`config.mk`:
```
export PLATFORM = sky130hd
export DESIGN_NAME = signed_serial_multiplier_p
export DESIGN_NICKNAME = d
export VERILOG_FILES = /design/src/rtl/signed_mul_pkg.sv /design/src/rtl/serial_shift_in_p.sv /design/src/rtl/signed_serial_multiplier_p.sv
export SDC_FILE = /design/constraint.sdc
export NUM_CORES = 1
export LEC_CHECK = 0
export CAP_MARGIN = 10
export CORE_UTILIZATION = 45
export CTS_CLUSTER_SIZE = 24
export DETAILED_ROUTE_END_ITERATION = 7
export GPL_TIMING_DRIVEN = 0
export PLACE_DENSITY_LB_ADDON = 0.12
export REMOVE_ABC_BUFFERS = 1
export SLEW_MARGIN = 20
export SYNTH_ARGS = -nofsm -noshare
export SYNTH_HDL_FRONTEND = slang
export SYNTH_SLANG_ARGS = --single-unit
```
`constraint.sdc`:
```
create_clock -name clk -period 3.4 [get_ports clk]
set_clock_uncertainty 0.05 [all_clocks]
set_input_delay 0.51 -clock clk [delete_from_list [all_inputs] [get_ports clk]]
set_output_delay 0.51 -clock clk [all_outputs]
set_load 0.01 [all_outputs]
```
`src/rtl/signed_mul_pkg.sv`:
```
// Shared definitions for the signed/unsigned serial multiplier.
//   state_t  : control FSM states (IDLE, LOAD, MULT, SIGN)
//   NEG_W    : widest vector twos_neg() accepts
//   twos_neg : two's complement negation. Callers zero-extend their operand
//              to NEG_W and keep only their own low bits. The low K bits of
//              ~v+1 depend only on the low K bits of v, so one function
//              serves every operand and product width.
package signed_mul_pkg;

    typedef enum logic [1:0] {
        IDLE = 2'd0,
        LOAD = 2'd1,
        MULT = 2'd2,
        SIGN = 2'd3
    } state_t;

    localparam int NEG_W = 128;

    function automatic logic [NEG_W-1:0] twos_neg(input logic [NEG_W-1:0] v);
        return ~v + NEG_W'(1);
    endfunction

endpackage

```
`src/rtl/serial_shift_in_p.sv`:
```
// Serial-to-parallel operand capture.
// Ports:
//   clk, rst : clock and asynchronous active-low reset
//   bit_in   : serial data, MSB first
//   shift    : one bit is captured per clk while high
//   data     : shift register; the newest bit lands in the LSB
//   full     : one-cycle pulse in the cycle after every WIDTH-th captured bit
// The bit counter wraps, so continued shifting simply starts a new word and
// overwrites the oldest bits.
module serial_shift_in_p #(
    parameter int WIDTH = 12,
    parameter int CNT_W = $clog2(2*WIDTH)+1
) (
    input  logic             clk,
    input  logic             rst,
    input  logic             bit_in,
    input  logic             shift,
    output logic [WIDTH-1:0] data,
    output logic             full
);

    logic [CNT_W-1:0] cnt;
    logic             last_bit;

    assign last_bit = (cnt == CNT_W'(WIDTH-1));

    always_ff @(posedge clk or negedge rst) begin
        if (!rst) begin
            data <= '0;
            cnt  <= '0;
            full <= 1'b0;
        end else begin
            full <= 1'b0;
            if (shift) begin
                data <= {data[WIDTH-2:0], bit_in};
                cnt  <= last_bit ? '0 : cnt + CNT_W'(1);
                full <= last_bit;
            end
        end
    end

endmodule

```
`src/rtl/signed_serial_multiplier_p.sv`:
```
// Serial-in / serial-out shift-add multiplier, two's complement or unsigned.
// Ports:
//   clk, rst         : clock and asynchronous active-low reset
//   x_in, sx, fx     : X serial bit, shift enable, word-captured pulse
//   y_in, sy, fy     : Y serial bit, shift enable, word-captured pulse
//   signed_mode      : 1 = two's complement, 0 = unsigned; sampled with mul
//   mul, busy, done  : start request, operation in flight, product-ready pulse
//   z_par            : 2*WIDTH-bit product, held until the next accepted mul
//   sz, z_out, fz    : result shift enable, serial bit (MSB first), last-bit pulse
//   fsm_state        : current control state, for observation only
// Handshake: mul is accepted only in IDLE. busy rises on the edge that accepts
// it and falls on the edge that raises done. A mul seen while busy is dropped.
// done lasts one cycle, and z_par is valid from that cycle on.
// Sign handling: operands are reduced to magnitudes in LOAD. An unsigned
// magnitude product is built over WIDTH iterations in MULT. SIGN reapplies the
// sign. The magnitude 2^(WIDTH-1) of the most negative operand fits unsigned.
module signed_serial_multiplier_p
    import signed_mul_pkg::*;
#(
    parameter int WIDTH = 12,
    parameter int CNT_W = $clog2(2*WIDTH)+1
) (
    input  logic               clk,
    input  logic               rst,
    input  logic               x_in,
    input  logic               sx,
    output logic               fx,
    input  logic               y_in,
    input  logic               sy,
    output logic               fy,
    input  logic               signed_mode,
    input  logic               mul,
    output logic               busy,
    output logic               done,
    output logic [2*WIDTH-1:0] z_par,
    input  logic               sz,
    output logic               z_out,
    output logic               fz,
    output state_t             fsm_state
);

    localparam int PW = 2*WIDTH;

    logic [WIDTH-1:0] x_reg, y_reg;

    serial_shift_in_p #(.WIDTH(WIDTH), .CNT_W(CNT_W)) u_shift_x (
        .clk    (clk),
        .rst    (rst),
        .bit_in (x_in),
        .shift  (sx),
        .data   (x_reg),
        .full   (fx)
    );

    serial_shift_in_p #(.WIDTH(WIDTH), .CNT_W(CNT_W)) u_shift_y (
        .clk    (clk),
        .rst    (rst),
        .bit_in (y_in),
        .shift  (sy),
        .data   (y_reg),
        .full   (fy)
    );

    state_t           state, state_nxt;
    logic             start, finish, last_iter;
    logic [WIDTH-1:0] xa, ya;          // operands copied when mul is accepted
    logic             sm;              // signed_mode copied when mul is accepted
    logic             res_sign;
    logic [WIDTH-1:0] mcand, mplier;   // magnitudes used by the shift-add loop
    logic [PW-1:0]    acc;
    logic [CNT_W-1:0] iter;
    logic [PW-1:0]    zsr;             // result output shift register
    logic [CNT_W-1:0] zcnt;

    logic [NEG_W-1:0] x_neg_w, y_neg_w, acc_neg_w;
    logic [WIDTH-1:0] x_mag, y_mag;
    logic [PW-1:0]    partial, result;
    logic             unused_neg_bits;

    assign x_neg_w   = twos_neg(NEG_W'(xa));
    assign y_neg_w   = twos_neg(NEG_W'(ya));
    assign acc_neg_w = twos_neg(NEG_W'(acc));
    // Upper bits of the wide negations carry no information for this width.
    assign unused_neg_bits = ^{x_neg_w[NEG_W-1:WIDTH], y_neg_w[NEG_W-1:WIDTH],
                               acc_neg_w[NEG_W-1:PW]};

    assign x_mag   = (sm && xa[WIDTH-1]) ? x_neg_w[WIDTH-1:0] : xa;
    assign y_mag   = (sm && ya[WIDTH-1]) ? y_neg_w[WIDTH-1:0] : ya;
    assign partial = {{WIDTH{1'b0}}, mcand} << iter;
    assign result  = res_sign ? acc_neg_w[PW-1:0] : acc;

    assign fsm_state = state;
    assign z_out     = zsr[PW-1];
    assign fz        = sz && (zcnt == CNT_W'(PW-1));

    // FSM state register
    always_ff @(posedge clk or negedge rst) begin
        if (!rst) state <= IDLE;
        else      state <= state_nxt;
    end

    // FSM next state and control strobes
    always_comb begin
        state_nxt = state;
        start     = 1'b0;
        finish    = 1'b0;
        last_iter = (iter == CNT_W'(WIDTH-1));
        case (state)
            IDLE: if (mul) begin
                state_nxt = LOAD;
                start     = 1'b1;
            end
            LOAD: state_nxt = MULT;
            MULT: if (last_iter) state_nxt = SIGN;
            SIGN: begin
                state_nxt = IDLE;
                finish    = 1'b1;
            end
            default: state_nxt = IDLE;
        endcase
    end

    // Operand latch, shift-add datapath and result register
    always_ff @(posedge clk or negedge rst) begin
        if (!rst) begin
            xa       <= '0;
            ya       <= '0;
            sm       <= 1'b0;
            res_sign <= 1'b0;
            mcand    <= '0;
            mplier   <= '0;
            acc      <= '0;
            iter     <= '0;
            busy     <= 1'b0;
            done     <= 1'b0;
            z_par    <= '0;
        end else begin
            done <= 1'b0;
            if (start) begin
                xa   <= x_reg;
                ya   <= y_reg;
                sm   <= signed_mode;
                busy <= 1'b1;
            end
            if (state == LOAD) begin
                mcand    <= x_mag;
                mplier   <= y_mag;
                res_sign <= sm & (xa[WIDTH-1] ^ ya[WIDTH-1]);
                acc      <= '0;
                iter     <= '0;
            end
            if (state == MULT) begin
                if (mplier[0]) acc <= acc + partial;
                mplier <= mplier >> 1;
                iter   <= iter + CNT_W'(1);
            end
            if (finish) begin
                z_par <= result;
                busy  <= 1'b0;
                done  <= 1'b1;
            end
        end
    end

    // Output shifter; a reload from SIGN wins over a concurrent shift.
    always_ff @(posedge clk or negedge rst) begin
        if (!rst) begin
            zsr  <= '0;
            zcnt <= '0;
        end else if (finish) begin
            zsr  <= result;
            zcnt <= '0;
        end else if (sz) begin
            zsr  <= zsr << 1;
            zcnt <= (zcnt == CNT_W'(PW-1)) ? '0 : zcnt + CNT_W'(1);
        end
    end

endmodule

```
## Word level (Yosys, flattened, before mapping)

Cells that the tools add are included.

| cells by class | value |
|---|---|
| $add $sub $neg | 8 |
| mux-type cells | 28 |
| reductions and logical operators | 8 |
| shift operators | 1 |
| eq/ne operators | 9 |
| bitwise gates (word level) | 5 |

Operators by type and width:

| operator | number |
|---|---|
| 24-bit two-way mux | 6 |
| 12-bit two-way mux | 4 |
| 6-bit two-way mux | 7 |
| 12-bit by 1-bit adder with 12-bit output, second input constant | 2 |
| 24-bit by 1-bit adder with 24-bit output, second input constant | 1 |
| 24-bit adder | 1 |
| 6-bit by 1-bit adder with 6-bit output, second input constant | 4 |
| 12-bit inverter | 2 |
| 24-bit inverter | 1 |
| 12-bit by 6-bit << shifter with 24-bit output | 1 |
| 6-bit by 4-bit equality test with 1-bit output, second input constant | 3 |
| 1-bit two-way mux | 8 |
| 2-bit case mux with 4 select lines | 1 |
| 6-bit by 5-bit equality test with 1-bit output, second input constant | 1 |
| 2-bit nonzero test | 3 |
| 2-bit equality test, second input constant | 2 |
| 2-bit two-way mux | 2 |
| 2-bit inequality test, second input constant | 2 |
| 1-bit logical AND | 3 |
| 2-bit by 1-bit equality test with 1-bit output, second input constant | 1 |
| 2-bit logical NOT | 1 |
| 2-bit AND reduction | 1 |
| 1-bit bitwise AND | 1 |
| 1-bit bitwise XOR | 1 |

| word-level totals | value |
|---|---|
| flip-flop bits (word level) | 176 |
| input bits | 9 |
| output and inout bits | 32 |

## Logic depth before layout (Yosys ltp)

| depth | value |
|---|---|
| word-level depth | 5 |
| depth in mapped cells | 18 |
| mapped depth without buffers | 15 |

## Hierarchy

A second synthesis with hierarchy kept.

| unflattened totals | value |
|---|---|
| cells, all modules | 1013 |
| area total of the unflattened synthesis | 10038.4 µm² |

By module, submodules not included:

| module | area each (µm²) | instances | cells an instance |
|---|---|---|---|
| signed_serial_multiplier_p | 8484.4 | 1 | 913 |
| serial_shift_in_p | 777.0 | 2 | 50 |

## Worst setup path before layout

OpenSTA, ideal clock, no wires.

| timing path | value |
|---|---|
| path kind | register -> register |
| start point | register iter[0] |
| end point | register acc[23] |
| library setup time | 0.079 ns |
| stages on the path, launching flop included | 17 |
| buffers on the path | 2 |
| period minus slack after synthesis | 3.537 ns |
| arrival | 3.408 ns |
| setup slack | -0.137 ns |
| cells stage by stage | dfrtp_1 -> buf_4 -> buf_2 -> mux4_2 -> nand2_1 -> nand2_1 -> a21oi_1 -> o22a_1 -> nor2_1 -> ha_1 -> a21o_1 -> a311o_1 -> o221ai_1 -> nand3b_1 -> a21oi_1 -> mux2i_1 -> mux2i_1 |

| on the way | value |
|---|---|
| longest elaborated chain between the ends | 4 |

RTL lines:

| item | RTL line | source |
|---|---|---|
| start, declared | signed_serial_multiplier_p.sv:71 | `logic [CNT_W-1:0] iter;` |
| start signal, assigned | signed_serial_multiplier_p.sv:155 | `iter <= iter + CNT_W'(1);` |
| 12-bit by 6-bit << shifter with 24-bit output | signed_serial_multiplier_p.sv:89 | `assign partial = {{WIDTH{1'b0}}, mcand} << iter;` |
| 24-bit adder | signed_serial_multiplier_p.sv:153 | `if (mplier[0]) acc <= acc + partial;` |
| 24-bit two-way mux | signed_serial_multiplier_p.sv:153 |  |
| 24-bit two-way mux | signed_serial_multiplier_p.sv:152 | `if (state == MULT) begin` |
| end signal, assigned | signed_serial_multiplier_p.sv:153 |  |
| end, declared | signed_serial_multiplier_p.sv:70 | `logic [PW-1:0] acc;` |

No other way between the ends.
A chain may end at the register's enable or synchronous reset.

## Worst setup path after layout

| timing path | value |
|---|---|
| start point | register iter[0] |
| end point | register acc[22] |

Same word-level chain as after synthesis.

==> metrics.txt <==
final period utilization=104%; Max-cap violations=0; most frequent cells in the layout=dfrtp_1 (172), nor2_1 (95), nand2_1 (76); DP HPWL=14.0 mm; Area Growth Syn to Fin=18.2%; gp weighted congestion=0.885; 1st-iter DRT viols=roughly 400; final hold viol count=0; Avg Inst Size Synth=9.68 sq um; CTS buffer count=17; outcome=complete, but fails checks; hold endpoint=z_par[12]$_DFFE_PN0P_; Vias/cell=5.50; core area=~0.022 sq mm; Max IR drop VDD=between 0.4 and 0.5 mV; number of global-route vias before repair=7106; upper clock frequency limit=282 MHz; DRC=0; Max Slew Vio Count=0; initial antenna violation count=0; total I/O pin count=between 40 and 50; post-synthesis cell type count=a little under 60; port bufs=40; launching point of the worst reg2reg path=iter[0]$_DFFE_PN0P_; Reg2Reg Setup Slack=-140 ps; hold depth=1; clock latency on the worst-skew pair=around 440 ps; hold_sp=z_par[12]$_DFFE_PN0P_; count of antenna diodes in the layout=0; Post-synth EDFFs=0; RSZ-0062 raised after global routing=true; setup ws final=-144 ps; CTS clk-pin slew, worst paths=around 70 ps; Routed wire per std cell=between 15 and 20 um; post-route ant nets=0; failing checks=negative setup slack; gr ovfl total=0; pin count of the biggest net entering global routing=slightly below 80; R2R Path End=acc[22]$_DFF_PN0_; Mapped Cells=a little over 1k; clk buf depth=2; Max transition margin=36.3%; Tot GR Track Use=between 10% and 20%; clock sinks=176; first-pass GRT wire length=between 30 and 40 mm; Post-synth top flop=dfrtp_1; nature of the critical path startpoint=register; final wirelength=approximately 21 mm; Synth Cell Area=roughly 0.01 sq mm; CTS tree=yes; required time worst endpoint=~3700 ps; vias after detailed routing=about 7.5k; Die Y=approximately 150 um; Final #Nets=between 1k and 1.5k; Slew @ Worst Pin=~960 ps; reg2reg path depth=15; commonest non-fill, non-tap cell in the layout=dfrtp_1; Root Driver=clkbuf_16; die area=between 0.02 and 0.025 sq mm; first-pass iteration count of the detailed router=6; layout cell share with drive strength beyond 1=about a fifth; Setup CP Type=register to register; Synth area leaders=dfrtp_1 (44%), mux2_2 (8.1%), ha_1 (4.4%); post-route minimum period=around 3500 ps; Setup WS pre-CTS=-784 ps; die width=approximately 150 um; Cell Rows=54; Leak Pwr=between 5 and 6 nW; asr flop ratio synth=100%; total power=between 10 and 15 mW; sequential share of the synthesized area=between 40% and 50%; Critical Path AT=3860 ps; share of the synthesized area in the top cell type=a little over two fifths; Synth area leader=dfrtp_1; initial core utilization=between 40% and 50%; worst min-delay path class=register to register; H-tree depth=4; CP max FO=8; PD cells=between 900 and 1000 mW/mm^2; CP endpoint kind=register; FF+latch count, synth=~180; final setup fails=4; Yosys warning count=0
-- through the flow --
step	TNS (ps)	instance area, sq um	util (%)	hold slack (ps)	instances
6_report	-244	11900	54.3	425	1365
5_1_grt	-1590	11900	54.3	445	1365
4_1_cts	-200	11700	53.7	429	1362
3_5_place_dp	-6140	10700	49.1	379	1306
3_3_place_gp	-1034310	10600	48.4	411	1301
2_1_floorplan	-372	9820	-	164	981
-- flip-flops by register name, summed over array words and instances (netlist names), 2 cells and up --
register        cells
zsr                24
mplier             12
xa                 12
u_shift_x.cnt       6
ya                 12
zcnt                6
mcand              12
u_shift_y.data     12
z_par              24
fsm_state           2
acc                24
iter                6
u_shift_x.data     12
u_shift_y.cnt       6
-- synth_stat cells (all sizes together), types with 3 or more instances --
cell	number
a211oi	31
a21o	12
a21oi	72
a31oi	8
and2	14
and3	4
and4	3
buf	11
clkbuf	44
dfrtp	176
ha	35
inv	25
mux2	72
mux2i	19
nand2	80
nand2b	9
nand3	22
nand3b	22
nand4	8
nor2	104
nor2b	27
nor3	18
nor3b	3
nor4	7
o211ai	5
o21a	19
o21ai	64
o22ai	3
o31ai	12
o41ai	5
or3	6
or4	3
xnor2	31
xor2	38
-- power breakdown --
part / total, mW / leakage, nW / internal [mW] / switching, mW
Combinational: 5.56 / 2.57 / 2.74 / 2.82
Sequential: 3.75 / 2.17 / 2.99 / 0.765
Clock: 1.97 / 0.294 / 1.01 / 0.956
-- per-layer routing --
layer / vias to the layer above / track usage, % / share of wire (%)
li1: 3767 / - / -
met1: 3633 / 25.6 / 49
met2: 81 / 32.1 / 47
met3: 20 / 3.98 / 2.5
met4: 0 / 5.95 / 1.3
met5: - / 0 / 0
-- final cells by class --
cell class | instances | area [sq um]
Sequential cell | 176 | 4410
Clock inverter | 14 | 158
Clock buffer | 18 | 439
Tap cell | 280 | 350
Multi-Input combinational cell | 780 | 5630
Fill cell | 2024 | 9970
Timing Repair Buffer | 72 | 767
Inverter | 25 | 100
-- worst max-delay path by stage --
| stage | start | end | slack (ps) |
|---|---|---|---|
| after global routing | iter[0]$_DFFE_PN0P_ | acc[22]$_DFF_PN0_ | -290 |
| after floorplan | iter[0]$_DFFE_PN0P_ | acc[23]$_DFF_PN0_ | -280 |
| after global placement | rst | u_shift_x.cnt[2]$_DFFE_PN0P_ | -5870 |
| after CTS | iter[0]$_DFFE_PN0P_ | acc[22]$_DFF_PN0_ | -110 |
| final | iter[0]$_DFFE_PN0P_ | acc[22]$_DFF_PN0_ | -140 |
| after detailed placement | iter[0]$_DFFE_PN0P_ | acc[23]$_DFF_PN0_ | -780 |
-- logic make-up after synthesis --
logic type | synth area share (%)
buffers and inverters | 3.06
adders and majority gates | 4.57
muxes | 10.4
and+or+nand+nor | 16.5
AOI/OAI and AO/OA | 15.5
xor gates and xnor gates | 6.02
DFF | 43.9
-- critical path, stage by stage (launching register included) --
cell     delay (ps)
dfrtp_4         520
buf_6           150
buf_8           130
mux2i_2         160
mux2_4          280
mux2_4          310
nor2_1           90
a31oi_1          60
nor2_2          200
ha_4            230
a21o_1          170
a21o_1          190
o221a_2         250
o21a_2          120
or4_1           470
nand3_1          90
-- timing repair --
| item | in CTS | in global routing |
|---|---|---|
| endpoints found under the setup margin | 16 | 13 |
| hold buffers | 1 | 0 |
| pin swaps | 13 | 12 |
| gates cloned | 0 | 0 |
| hold endpoints to repair | 40 | 0 |
| buffers inserted | 23 | 3 |
| resized for setup | 58 | 29 |
No activity file was read; power rests on OpenSTA's default activity.
